### config.mk
export PLATFORM = sky130hd
export DESIGN_NAME = laa_alu_arb_flat
export DESIGN_NICKNAME = d
export VERILOG_FILES = /design/src/rtl/laa_alu_arb_if.sv /design/src/rtl/laa_alu_arb.sv /design/src/flat_wrapper.sv
export SDC_FILE = /design/constraint.sdc
export NUM_CORES = 1
export LEC_CHECK = 0
export CAP_MARGIN = 10
export CORE_ASPECT_RATIO = 0.9
export CORE_MARGIN = 4
export CORE_UTILIZATION = 39
export DETAILED_ROUTE_END_ITERATION = 10
export PLACE_DENSITY = 0.8
export SYNTH_ARGS = -nofsm -noshare
export SYNTH_HDL_FRONTEND = slang
export SYNTH_SLANG_ARGS = --single-unit
### constraint.sdc
create_clock -name clk -period 2.4 [get_ports clk]
set_clock_uncertainty 0.1 [all_clocks]
set_input_delay 0.48 -clock clk [delete_from_list [all_inputs] [get_ports clk]]
set_output_delay 0.48 -clock clk [all_outputs]
set_load 0.005 [all_outputs]
### src/rtl/laa_alu_arb_if.sv
// Handshake bundle between the two ALU requesters, the arbiter and the shared ALU.
// The slave modport is the arbiter's view; master is the requester/ALU side.
interface laa_alu_arb_if #(
   parameter int XLEN = 32,
   parameter int OPW  = 4
);
   logic [1:0]      req_valid;
   logic [OPW-1:0]  req_op0;
   logic [OPW-1:0]  req_op1;
   logic [XLEN-1:0] req_a0;
   logic [XLEN-1:0] req_a1;
   logic [XLEN-1:0] req_b0;
   logic [XLEN-1:0] req_b1;
   logic [1:0]      req_ready;
   logic [1:0]      rsp_valid;
   logic [XLEN-1:0] rsp_data;
   logic [1:0]      rsp_ready;
   logic [OPW-1:0]  alu_op;
   logic [XLEN-1:0] alu_a;
   logic [XLEN-1:0] alu_b;
   logic [XLEN-1:0] alu_r;
   logic            busy;

   modport slave (
      input  req_valid, req_op0, req_op1, req_a0, req_a1, req_b0, req_b1,
      input  rsp_ready, alu_r,
      output req_ready, rsp_valid, rsp_data, alu_op, alu_a, alu_b, busy
   );

   modport master (
      output req_valid, req_op0, req_op1, req_a0, req_a1, req_b0, req_b1,
      output rsp_ready, alu_r,
      input  req_ready, rsp_valid, rsp_data, alu_op, alu_a, alu_b, busy
   );
endinterface

### src/rtl/laa_alu_arb.sv
// Two-requester arbiter/sequencer time-sharing one combinational ALU:
// accept -> registered operands (EXEC) -> registered result held until consumed (RESP).
module laa_alu_arb #(
   parameter int XLEN = 32,
   parameter int OPW  = 4,
   parameter bit RR   = 1'b1
) (
   input logic          clk,
   input logic          rst_n,
   laa_alu_arb_if.slave bus
);
   typedef enum logic [1:0] {IDLE = 2'd0, EXEC = 2'd1, RESP = 2'd2} state_t;

   state_t          state;
   state_t          state_next;
   logic            owner;
   logic            last_grant;
   logic            cand;
   logic            accept;
   logic [1:0]      req_ready;
   logic [1:0]      rsp_valid;
   logic [XLEN-1:0] rsp_data;
   logic [OPW-1:0]  alu_op;
   logic [XLEN-1:0] alu_a;
   logic [XLEN-1:0] alu_b;

   // A tie goes to whoever was not granted last (RR) or always to requester 0.
   always_comb begin
      cand = 1'b0;
      case (bus.req_valid)
         2'b10:   cand = 1'b1;
         2'b11:   cand = RR ? ~last_grant : 1'b0;
         default: cand = 1'b0;
      endcase
   end

   always_comb begin
      req_ready = 2'b00;
      if (rst_n && state == IDLE)
         req_ready[cand] = bus.req_valid[cand];
   end

   assign accept = |(bus.req_valid & req_ready);

   always_comb begin
      state_next = state;
      case (state)
         IDLE:    if (accept) state_next = EXEC;
         EXEC:    state_next = RESP;
         RESP:    if (bus.rsp_ready[owner]) state_next = IDLE;
         default: state_next = IDLE;
      endcase
   end

   always_ff @(posedge clk or negedge rst_n) begin
      if (!rst_n) begin
         state      <= IDLE;
         owner      <= 1'b0;
         last_grant <= 1'b1;
         alu_op     <= '0;
         alu_a      <= '0;
         alu_b      <= '0;
         rsp_data   <= '0;
         rsp_valid  <= 2'b00;
      end else begin
         state <= state_next;
         case (state)
            IDLE: begin
               if (accept) begin
                  owner  <= cand;
                  alu_op <= cand ? bus.req_op1 : bus.req_op0;
                  alu_a  <= cand ? bus.req_a1  : bus.req_a0;
                  alu_b  <= cand ? bus.req_b1  : bus.req_b0;
                  if (RR)
                     last_grant <= cand;
               end
            end
            EXEC: begin
               rsp_data  <= bus.alu_r;
               rsp_valid <= owner ? 2'b10 : 2'b01;
            end
            RESP: begin
               if (bus.rsp_ready[owner])
                  rsp_valid <= 2'b00;
            end
            default: rsp_valid <= 2'b00;
         endcase
      end
   end

   assign bus.req_ready = req_ready;
   assign bus.rsp_valid = rsp_valid;
   assign bus.rsp_data  = rsp_data;
   assign bus.alu_op    = alu_op;
   assign bus.alu_a     = alu_a;
   assign bus.alu_b     = alu_b;
   assign bus.busy      = (state != IDLE);
endmodule

### src/flat_wrapper.sv
// flat-port wrapper written by rule: the top's interface ports become plain ports
module laa_alu_arb_flat 
#(
   parameter int XLEN = 32,
   parameter int OPW  = 4,
   parameter bit RR   = 1'b1
)
  (clk, rst_n, bus_req_valid, bus_req_op0, bus_req_op1, bus_req_a0, bus_req_a1, bus_req_b0, bus_req_b1, bus_rsp_ready, bus_alu_r, bus_req_ready, bus_rsp_valid, bus_rsp_data, bus_alu_op, bus_alu_a, bus_alu_b, bus_busy);
  laa_alu_arb_if #(.XLEN(XLEN), .OPW(OPW)) bus_i ();
  input logic clk;
  input logic rst_n;
  input wire logic [$bits(bus_i.req_valid)-1:0] bus_req_valid;
  input wire logic [$bits(bus_i.req_op0)-1:0] bus_req_op0;
  input wire logic [$bits(bus_i.req_op1)-1:0] bus_req_op1;
  input wire logic [$bits(bus_i.req_a0)-1:0] bus_req_a0;
  input wire logic [$bits(bus_i.req_a1)-1:0] bus_req_a1;
  input wire logic [$bits(bus_i.req_b0)-1:0] bus_req_b0;
  input wire logic [$bits(bus_i.req_b1)-1:0] bus_req_b1;
  input wire logic [$bits(bus_i.rsp_ready)-1:0] bus_rsp_ready;
  input wire logic [$bits(bus_i.alu_r)-1:0] bus_alu_r;
  output wire logic [$bits(bus_i.req_ready)-1:0] bus_req_ready;
  output wire logic [$bits(bus_i.rsp_valid)-1:0] bus_rsp_valid;
  output wire logic [$bits(bus_i.rsp_data)-1:0] bus_rsp_data;
  output wire logic [$bits(bus_i.alu_op)-1:0] bus_alu_op;
  output wire logic [$bits(bus_i.alu_a)-1:0] bus_alu_a;
  output wire logic [$bits(bus_i.alu_b)-1:0] bus_alu_b;
  output wire logic [$bits(bus_i.busy)-1:0] bus_busy;
  assign bus_i.req_valid = bus_req_valid;
  assign bus_i.req_op0 = bus_req_op0;
  assign bus_i.req_op1 = bus_req_op1;
  assign bus_i.req_a0 = bus_req_a0;
  assign bus_i.req_a1 = bus_req_a1;
  assign bus_i.req_b0 = bus_req_b0;
  assign bus_i.req_b1 = bus_req_b1;
  assign bus_i.rsp_ready = bus_rsp_ready;
  assign bus_i.alu_r = bus_alu_r;
  assign bus_req_ready = bus_i.req_ready;
  assign bus_rsp_valid = bus_i.rsp_valid;
  assign bus_rsp_data = bus_i.rsp_data;
  assign bus_alu_op = bus_i.alu_op;
  assign bus_alu_a = bus_i.alu_a;
  assign bus_alu_b = bus_i.alu_b;
  assign bus_busy = bus_i.busy;
  laa_alu_arb #(.XLEN(XLEN), .OPW(OPW), .RR(RR)) u_core (.clk(clk), .rst_n(rst_n), .bus(bus_i));
endmodule
==> key figures, run 1 <==
Route
  • DRC violation count after routing: 0
  • Average wire per standard cell: around 20 µm
  • 1st-iter DRT viols: roughly 150
  • Vias post-DR: ~4,200
  • DRT Wirelength: 15,530 µm
  • Vias/cell: roughly 5.4
  • First-pass iteration count of the detailed router: 4
  • Antenna violation net count after detailed routing: 0

CTS
  • Clk pin slew, worst setup/hold paths: around 70 ps
  • Number of CTS-inserted buffers: 9
  • CTS H-tree lvls: 3
  • Later-pin clock latency in the skew report: around 330 ps
  • Clock Path Buffers: 2
  • Number of hold buffers added after CTS: 0
  • CTS tree: yes
  • Sinks on Clock Net: around 110
  • Buffer type at the clock tree root: sky130_fd_sc_hd__clkbuf_16

Worst setup path
  • CP Capture Type: output port
  • Required @ worst endpoint: ~1800 ps
  • Number of buffers and inverters on the critical path: 3
  • Max FO, Critical Path: 2
  • Category of the critical setup timing path: in2out
  • Delay-heaviest family, CP: buffers and inverters
  • WP data arrival: roughly 1700 ps
  • Stage delay of the slowest cell on the critical path: slightly above 400 ps
  • Kind of start point of the critical path: primary input
  • Slowest cell on crit path: sky130_fd_sc_hd__clkdlybuf4s50_1
  • Chain of cells forming the critical path: clkdlybuf4s50_1, buf_4, o21a_4, and2_1, dlygate4sd2_1

Finish
  • Sequential cell area: between 2000 and 3000 µm²
  • Non-Filler Instances: ~770
  • # fillers: 1,001
  • Area growth from synthesis to layout: 61.10%
  • Number of antenna repair diodes: 0
  • Layout cells sized above 1: 18.12%
  • Util after Layout: 64.61%
  • Number of nets in the layout: 776
  • Combined area of the multi-input logic cells: roughly 2100 µm²

Yosys
  • Instance count of the mapped netlist: 340
  • Cell area after technology mapping: around 5100 µm²
  • Leading post-synthesis cells by cell area: sky130_fd_sc_hd__dfrtp_1 51%, sky130_fd_sc_hd__a2bb2oi_2 20%, sky130_fd_sc_hd__o32ai_1 12%, sky130_fd_sc_hd__mux2_1 7.0%, sky130_fd_sc_hd__buf_12 2.7%
  • Syn avg cell area: around 15 µm²
  • Net Count, Synth: about 510
  • Part of the Yosys area used for sequential elements: between 50% and 60%
  • Post-synthesis register bit count: ~110
  • Post-synthesis cell type with the largest combined area: sky130_fd_sc_hd__dfrtp_1
  • Post-synthesis cell type count: 25
  • Yosys warning total: 0
  • Synth top area share: between 50% and 60%

STA
  • Minimum clock period: between 2000 and 2500 ps
  • Max_slew headroom: between 20% and 30%
  • Final hold viol count: 0
  • Transition time of the tightest slew-check pin: between 1000 and 1500 ps
  • Unrepaired setup endpoints after global routing: no
  • Highest clock frequency the design can meet: between 400 and 500 MHz
  • Tcrit/Tclk final: 92.89%
  • Final number of setup-violating endpoints: 0
  • Final Max Slew Viols: 0

Floorplan
  • Die extent in x: 128.9 µm
  • Starting utilization of the core area: approximately two fifths
  • Die height: approximately 120 µm
  • Die area: 15,050 µm²
  • Core Box Area: approximately 13,000 µm²
  • Row count: 39
  • Number of top-level design ports: around 280

Job
  • Count of max-cap constraint violations: 0

Power
  • LEAKAGE: just over 3 nW
  • Power Dens Cells: between 1000 and 1500 nW/µm²
  • Highest ir drop seen on vdd: ~0.00048 V

Global routing
  • GRT Util Overall: approximately a fifth
  • Global route overflow: 0
  • Initial antenna violation count: 0
  • First-pass GRT wire length: 24,200 µm
  • Via count of the first global-routing pass: ~4,600
  • Maximum number of pins on one net before global-route repair: 70

Place
  • Detailed placer's ending HPWL: between 10,000 and 15,000 µm
  • Number of placed instances, taps included: approximately 750
  • GP Congestion: about 0.79
  • Number of I/O port buffers: approximately 280

Outcome
  • Run status: finished, final reports clean

Min path
  • Type of the tightest min-delay check: in2async
[cell usage in the layout (no fill, tap or decap), drive strengths merged, types with 2 or more instances in the layout]
cell type | synthesis | final
a21bo | 2 | 2
a2bb2oi | 68 | 68
buf | 28 | 18
clkbuf | 16 | 10
clkdlybuf4s50 | 0 | 275
clkinv | 0 | 3
dfrtp | 105 | 105
dlygate4sd2 | 0 | 2
inv | 3 | 4
mux2 | 32 | 32
mux2i | 2 | 2
nand2 | 2 | 2
nor2 | 2 | 2
nor2b | 2 | 2
o2bb2ai | 3 | 3
o32ai | 68 | 68
[final cells by class]
cell class	count	area share [%]
Inverter	3	0.1363
Timing Repair Buffer	295	35.63
Multi-Input combinational cell	187	25.92
Clock inverter	6	0.7876
Sequential cell	106	32.16
Tap cell	164	2.484
Clock buffer	10	2.893
[Yosys cell counts]
library cell                count
sky130_fd_sc_hd__a211oi_1       1
sky130_fd_sc_hd__a21bo_1        2
sky130_fd_sc_hd__a22o_1         1
sky130_fd_sc_hd__a2bb2oi_2     68
sky130_fd_sc_hd__and2_1         1
sky130_fd_sc_hd__buf_12         7
sky130_fd_sc_hd__buf_2         15
sky130_fd_sc_hd__buf_4          3
sky130_fd_sc_hd__buf_6          2
sky130_fd_sc_hd__buf_8          1
sky130_fd_sc_hd__clkbuf_1      16
sky130_fd_sc_hd__dfrtp_1      105
sky130_fd_sc_hd__dfstp_2        1
sky130_fd_sc_hd__inv_1          2
sky130_fd_sc_hd__inv_2          1
sky130_fd_sc_hd__mux2_1        32
sky130_fd_sc_hd__mux2i_1        2
sky130_fd_sc_hd__nand2_1        2
sky130_fd_sc_hd__nand2b_1       1
sky130_fd_sc_hd__nor2_1         2
sky130_fd_sc_hd__nor2b_1        2
sky130_fd_sc_hd__nor3b_2        1
sky130_fd_sc_hd__o21a_4         1
sky130_fd_sc_hd__o2bb2ai_1      3
sky130_fd_sc_hd__o32ai_1       68
[metal layers]
metal	global-route usage (%)	wire [µm]	share of wire (%)	vias to the layer above
met4	8.397	451	2.9	0
met3	4.764	1149	7.4	33
li1	-	-	-	1899
met5	0	0	0	-
met1	23.05	5800	37	2054
met2	37.43	8130	52	169
[worst reg2reg max path, cell delays in order (launching register included)]
cell	delay, ps
sky130_fd_sc_hd__dfrtp_2	460
sky130_fd_sc_hd__nor3b_4	220
sky130_fd_sc_hd__buf_4	620
sky130_fd_sc_hd__buf_4	540
sky130_fd_sc_hd__a2bb2oi_2	110
[cells by family (layout without fill, tap and decap cells)]
| kind of cell | after synthesis | count (layout) | share of synthesized area [%] |
|---|---|---|---|
| buffers and inverters | 47 | 314 | 6.759 |
| and+or+nand+nor | 9 | 9 | 1.025 |
| DFF | 106 | 106 | 51.76 |
| AOI/OAI and AO/OA | 144 | 144 | 33.04 |
| muxes | 34 | 34 | 7.418 |
[worst paths after layout]
| check | start | endpoint | slack, ps | cells after the start |
|---|---|---|---|---|
| max | bus_req_valid[1] | bus_req_ready[0] | 170 | 5 |
| min | rst_n | u_core.bus.alu_a[8]$_DFFE_PN0P_ | 130 | 2 |
| max reg2reg | u_core.state[0]$_DFFE_PN0P_ | u_core.bus.alu_b[17]$_DFFE_PN0P_ | 220 | 4 |
| min reg2reg | u_core.bus.rsp_data[8]$_DFFE_PN0N_ | u_core.bus.rsp_data[8]$_DFFE_PN0N_ | 390 | 1 |
| max in group asynchronous | rst_n | u_core.state[0]$_DFFE_PN0P_ | 840 | 3 |
| min in group clk | rst_n | u_core.owner$_DFFE_PN0P_ | 340 | 3 |
[through the flow]
| stage | instance area (µm²) | TNS, ps | total power, W | worst slack, ps | hold WS (ps) |
|---|---|---|---|---|---|
| 5_1_grt | 8260 | 0 | 0.01001 | 90.54 | 188.3 |
| 6_report | 8260 | 0 | 0.009463 | 170.6 | 133.9 |
| 2_1_floorplan | 5127 | 0 | 0.005506 | 522.8 | 84.41 |
| 3_3_place_gp | 7941 | -615.7 | 0.007888 | -37.32 | 374.7 |
| 3_5_place_dp | 7941 | -2269 | 0.008060 | -56.60 | 380.6 |
| 4_1_cts | 8260 | 0 | 0.009593 | 160.6 | 146.7 |
[sequential cells by signal, summed over array words and instances (netlist names)]
| name | cells |
|---|---|
| u_core.bus.alu_a | 32 |
| u_core.bus.alu_b | 32 |
| u_core.bus.rsp_data | 32 |
| u_core.bus.alu_op | 4 |
| u_core.bus.rsp_valid | 2 |
| u_core.state | 2 |
| u_core.last_grant | 1 |
| u_core.owner | 1 |
[power by group]
part | internal, W | switching (W) | leakage (nW)
Sequential | 0.00270 | 0.000627 | 1.17
Clock | 0.000840 | 0.000646 | 0.149
Combinational | 0.00306 | 0.00160 | 1.78
[timing repair]
action,CTS,global route
setup endpoints to repair,2,0
resized for setup,4,0
setup buffers,2,0
Note: power is estimated with default switching activity, not from simulation.
==> run 2, diff against run 1 <==
Settings changed: RECOVER_POWER set to 25.
==> key figures, run 2 (same netlist as run 1, synthesis figures left out) <==
Outcome
  • Run status: finished, final reports clean

CTS
  • Clk pin slew, worst setup/hold paths: roughly 70 ps
  • Number of hold buffers added after CTS: 0
  • Number of CTS-inserted buffers: 9
  • Clock Path Buffers: 2
  • Later-pin clock latency in the skew report: roughly 330 ps
  • CTS H-tree lvls: 3
  • Buffer type at the clock tree root: sky130_fd_sc_hd__clkbuf_16
  • CTS tree: yes
  • Sinks on Clock Net: ~110

Floorplan
  • Number of top-level design ports: 279
  • Die height: roughly 120 µm
  • Core Box Area: 12,780 µm²
  • Row count: 39
  • Die area: between 15,000 and 20,000 µm²
  • Starting utilization of the core area: about two fifths
  • Die extent in x: about 130 µm

STA
  • Max_slew headroom: around 22%
  • Minimum setup slack in the final design: between 150 and 200 ps
  • Setup TNS: 0 ps
  • Final Max Slew Viols: 0
  • Final hold viol count: 0
  • Tcrit/Tclk final: just over 90%
  • Highest clock frequency the design can meet: roughly 450 MHz
  • Unrepaired setup endpoints after global routing: no
  • Final number of setup-violating endpoints: 0
  • Transition time of the tightest slew-check pin: 1164 ps
  • Minimum clock period: about 2200 ps

Worst setup path
  • WP data arrival: about 1700 ps
  • Stage delay of the slowest cell on the critical path: about 410 ps
  • Depth of the worst register-to-register path: 4
  • Category of the critical setup timing path: in2out
  • Number of buffers and inverters on the critical path: 3
  • Delay-heaviest family, CP: buffers and inverters
  • Chain of cells forming the critical path: clkdlybuf4s50_1, buf_4, o21a_4, and2_1, dlygate4sd2_1
  • Launching instance or port of the critical path: bus_req_valid[1]
  • Slowest cell on crit path: sky130_fd_sc_hd__clkdlybuf4s50_1
  • Max FO, Critical Path: 2
  • Reg2Reg Launch Point: u_core.state[0]$_DFFE_PN0P_
  • Number of logic stages on the critical path including buffering: 5
  • Required @ worst endpoint: 1820 ps
  • Kind of start point of the critical path: primary input
  • CP Capture Type: output port

Power
  • LEAKAGE: 3.097 nW
  • Highest ir drop seen on vdd: about 0.00047 V
  • Power Dens Cells: roughly 1100 nW/µm²

Min path
  • Type of the tightest min-delay check: in2async

Finish
  • Most frequent cells in the layout: 270 x sky130_fd_sc_hd__clkdlybuf4s50_1, 103 x sky130_fd_sc_hd__dfrtp_1, 68 x sky130_fd_sc_hd__o32ai_1, 68 x sky130_fd_sc_hd__a2bb2oi_2, 32 x sky130_fd_sc_hd__mux2_1
  • Area growth from synthesis to layout: 60.93%
  • Leading cell type in the layout, fill and taps excluded: sky130_fd_sc_hd__clkdlybuf4s50_1
  • Util after Layout: 64.54%
  • Top Registers: u_core.bus.alu_a (32), u_core.bus.alu_b (32), u_core.bus.rsp_data (32)
  • Layout cells sized above 1: about 18%
  • Number of antenna repair diodes: 0
  • Number of nets in the layout: just under 800

Place
  • Pre-CTS setup slack: -56.60 ps
  • GP Congestion: just under 0.8
  • Number of I/O port buffers: between 200 and 300
  • Detailed placer's ending HPWL: between 10,000 and 15,000 µm

Global routing
  • GRT Util Overall: 20.45%
  • Initial antenna violation count: 0
  • Maximum number of pins on one net before global-route repair: 70
  • Global route overflow: 0
  • Via count of the first global-routing pass: approximately 4,600
  • First-pass GRT wire length: roughly 24,000 µm

Job
  • Count of max-cap constraint violations: 0

Route
  • Average wire per standard cell: between 20 and 25 µm
  • Antenna violation net count after detailed routing: 0
  • DRC violation count after routing: 0
  • 1st-iter DRT viols: between 100 and 150
  • Vias post-DR: ~4,200
  • First-pass iteration count of the detailed router: 4
  • DRT Wirelength: 15,500 µm
  • Vias/cell: ~5.4
==> run 2: changes by cell type in the layout (fill, tap and decap cells not counted), sizes merged <==
cell	change
clkbuf	+4
buf	-4
clkdlybuf4s50	-5
dlygate4sd3	+5
==> run 2: final cells by class <==
class	instances	area [µm²]
clock inverters	6	65.06
inverters	3	11.26
fillers	1003	4533
well taps	164	205.2
clock buffers	10	239.0
flip-flops and latches	106	2656
multi-input cells	187	2141
repair buffers	295	2934
==> run 2: per-layer routing <==
| layer | vias up | GRT usage (%) | part of all wire, % |
|---|---|---|---|
| met3 | 31 | 4.764 | 7.4 |
| met1 | 2053 | 23.05 | 37 |
| li1 | 1900 | - | - |
| met4 | 0 | 8.397 | 2.8 |
| met5 | - | 0 | 0 |
| met2 | 169 | 37.43 | 53 |
==> run 2: power breakdown <==
| group | total, W | internal (W) | switching, W |
|---|---|---|---|
| logic | 0.00463 | 0.00304 | 0.00159 |
| clock network | 0.00148 | 0.000839 | 0.000642 |
| registers | 0.00332 | 0.00270 | 0.000625 |
==> run 2: worst register-to-register path, stage by stage, from the launching register on <==
cell	delay [ps]
sky130_fd_sc_hd__dfrtp_2	460
sky130_fd_sc_hd__nor3b_4	220
sky130_fd_sc_hd__buf_4	620
sky130_fd_sc_hd__buf_4	530
sky130_fd_sc_hd__a2bb2oi_2	110
==> run 2: what timing repair did <==
action / CTS / global route
buffers inserted: 2 / 0
setup endpoints to repair: 2 / 0
gates resized for setup: 4 / 0
==> run 2: final timing paths <==
kind | slack [ps] | endpoint
setup / recovery | 170 | bus_req_ready[0]
hold / removal | 310 | u_core.bus.alu_a[8]$_DFFE_PN0P_
setup reg to reg | 220 | u_core.bus.alu_b[17]$_DFFE_PN0P_
hold reg to reg | 390 | u_core.bus.rsp_data[8]$_DFFE_PN0N_
max in group asynchronous | 490 | u_core.bus.alu_a[17]$_DFFE_PN0P_
min in group clk | 340 | u_core.owner$_DFFE_PN0P_
==> run 2: per-stage QoR <==
step / area [µm²] / std cells / power [W] / hold slack, ps
global placement: 7941 / 753 / 0.007888 / 374.7
CTS: 8260 / 771 / 0.009593 / 146.7
finish: 8252 / 771 / 0.009432 / 312.3
floorplan: 5127 / 340 / 0.005506 / 84.41
global route: 8252 / 771 / 0.009986 / 352.2
detailed placement: 7941 / 753 / 0.008060 / 380.6
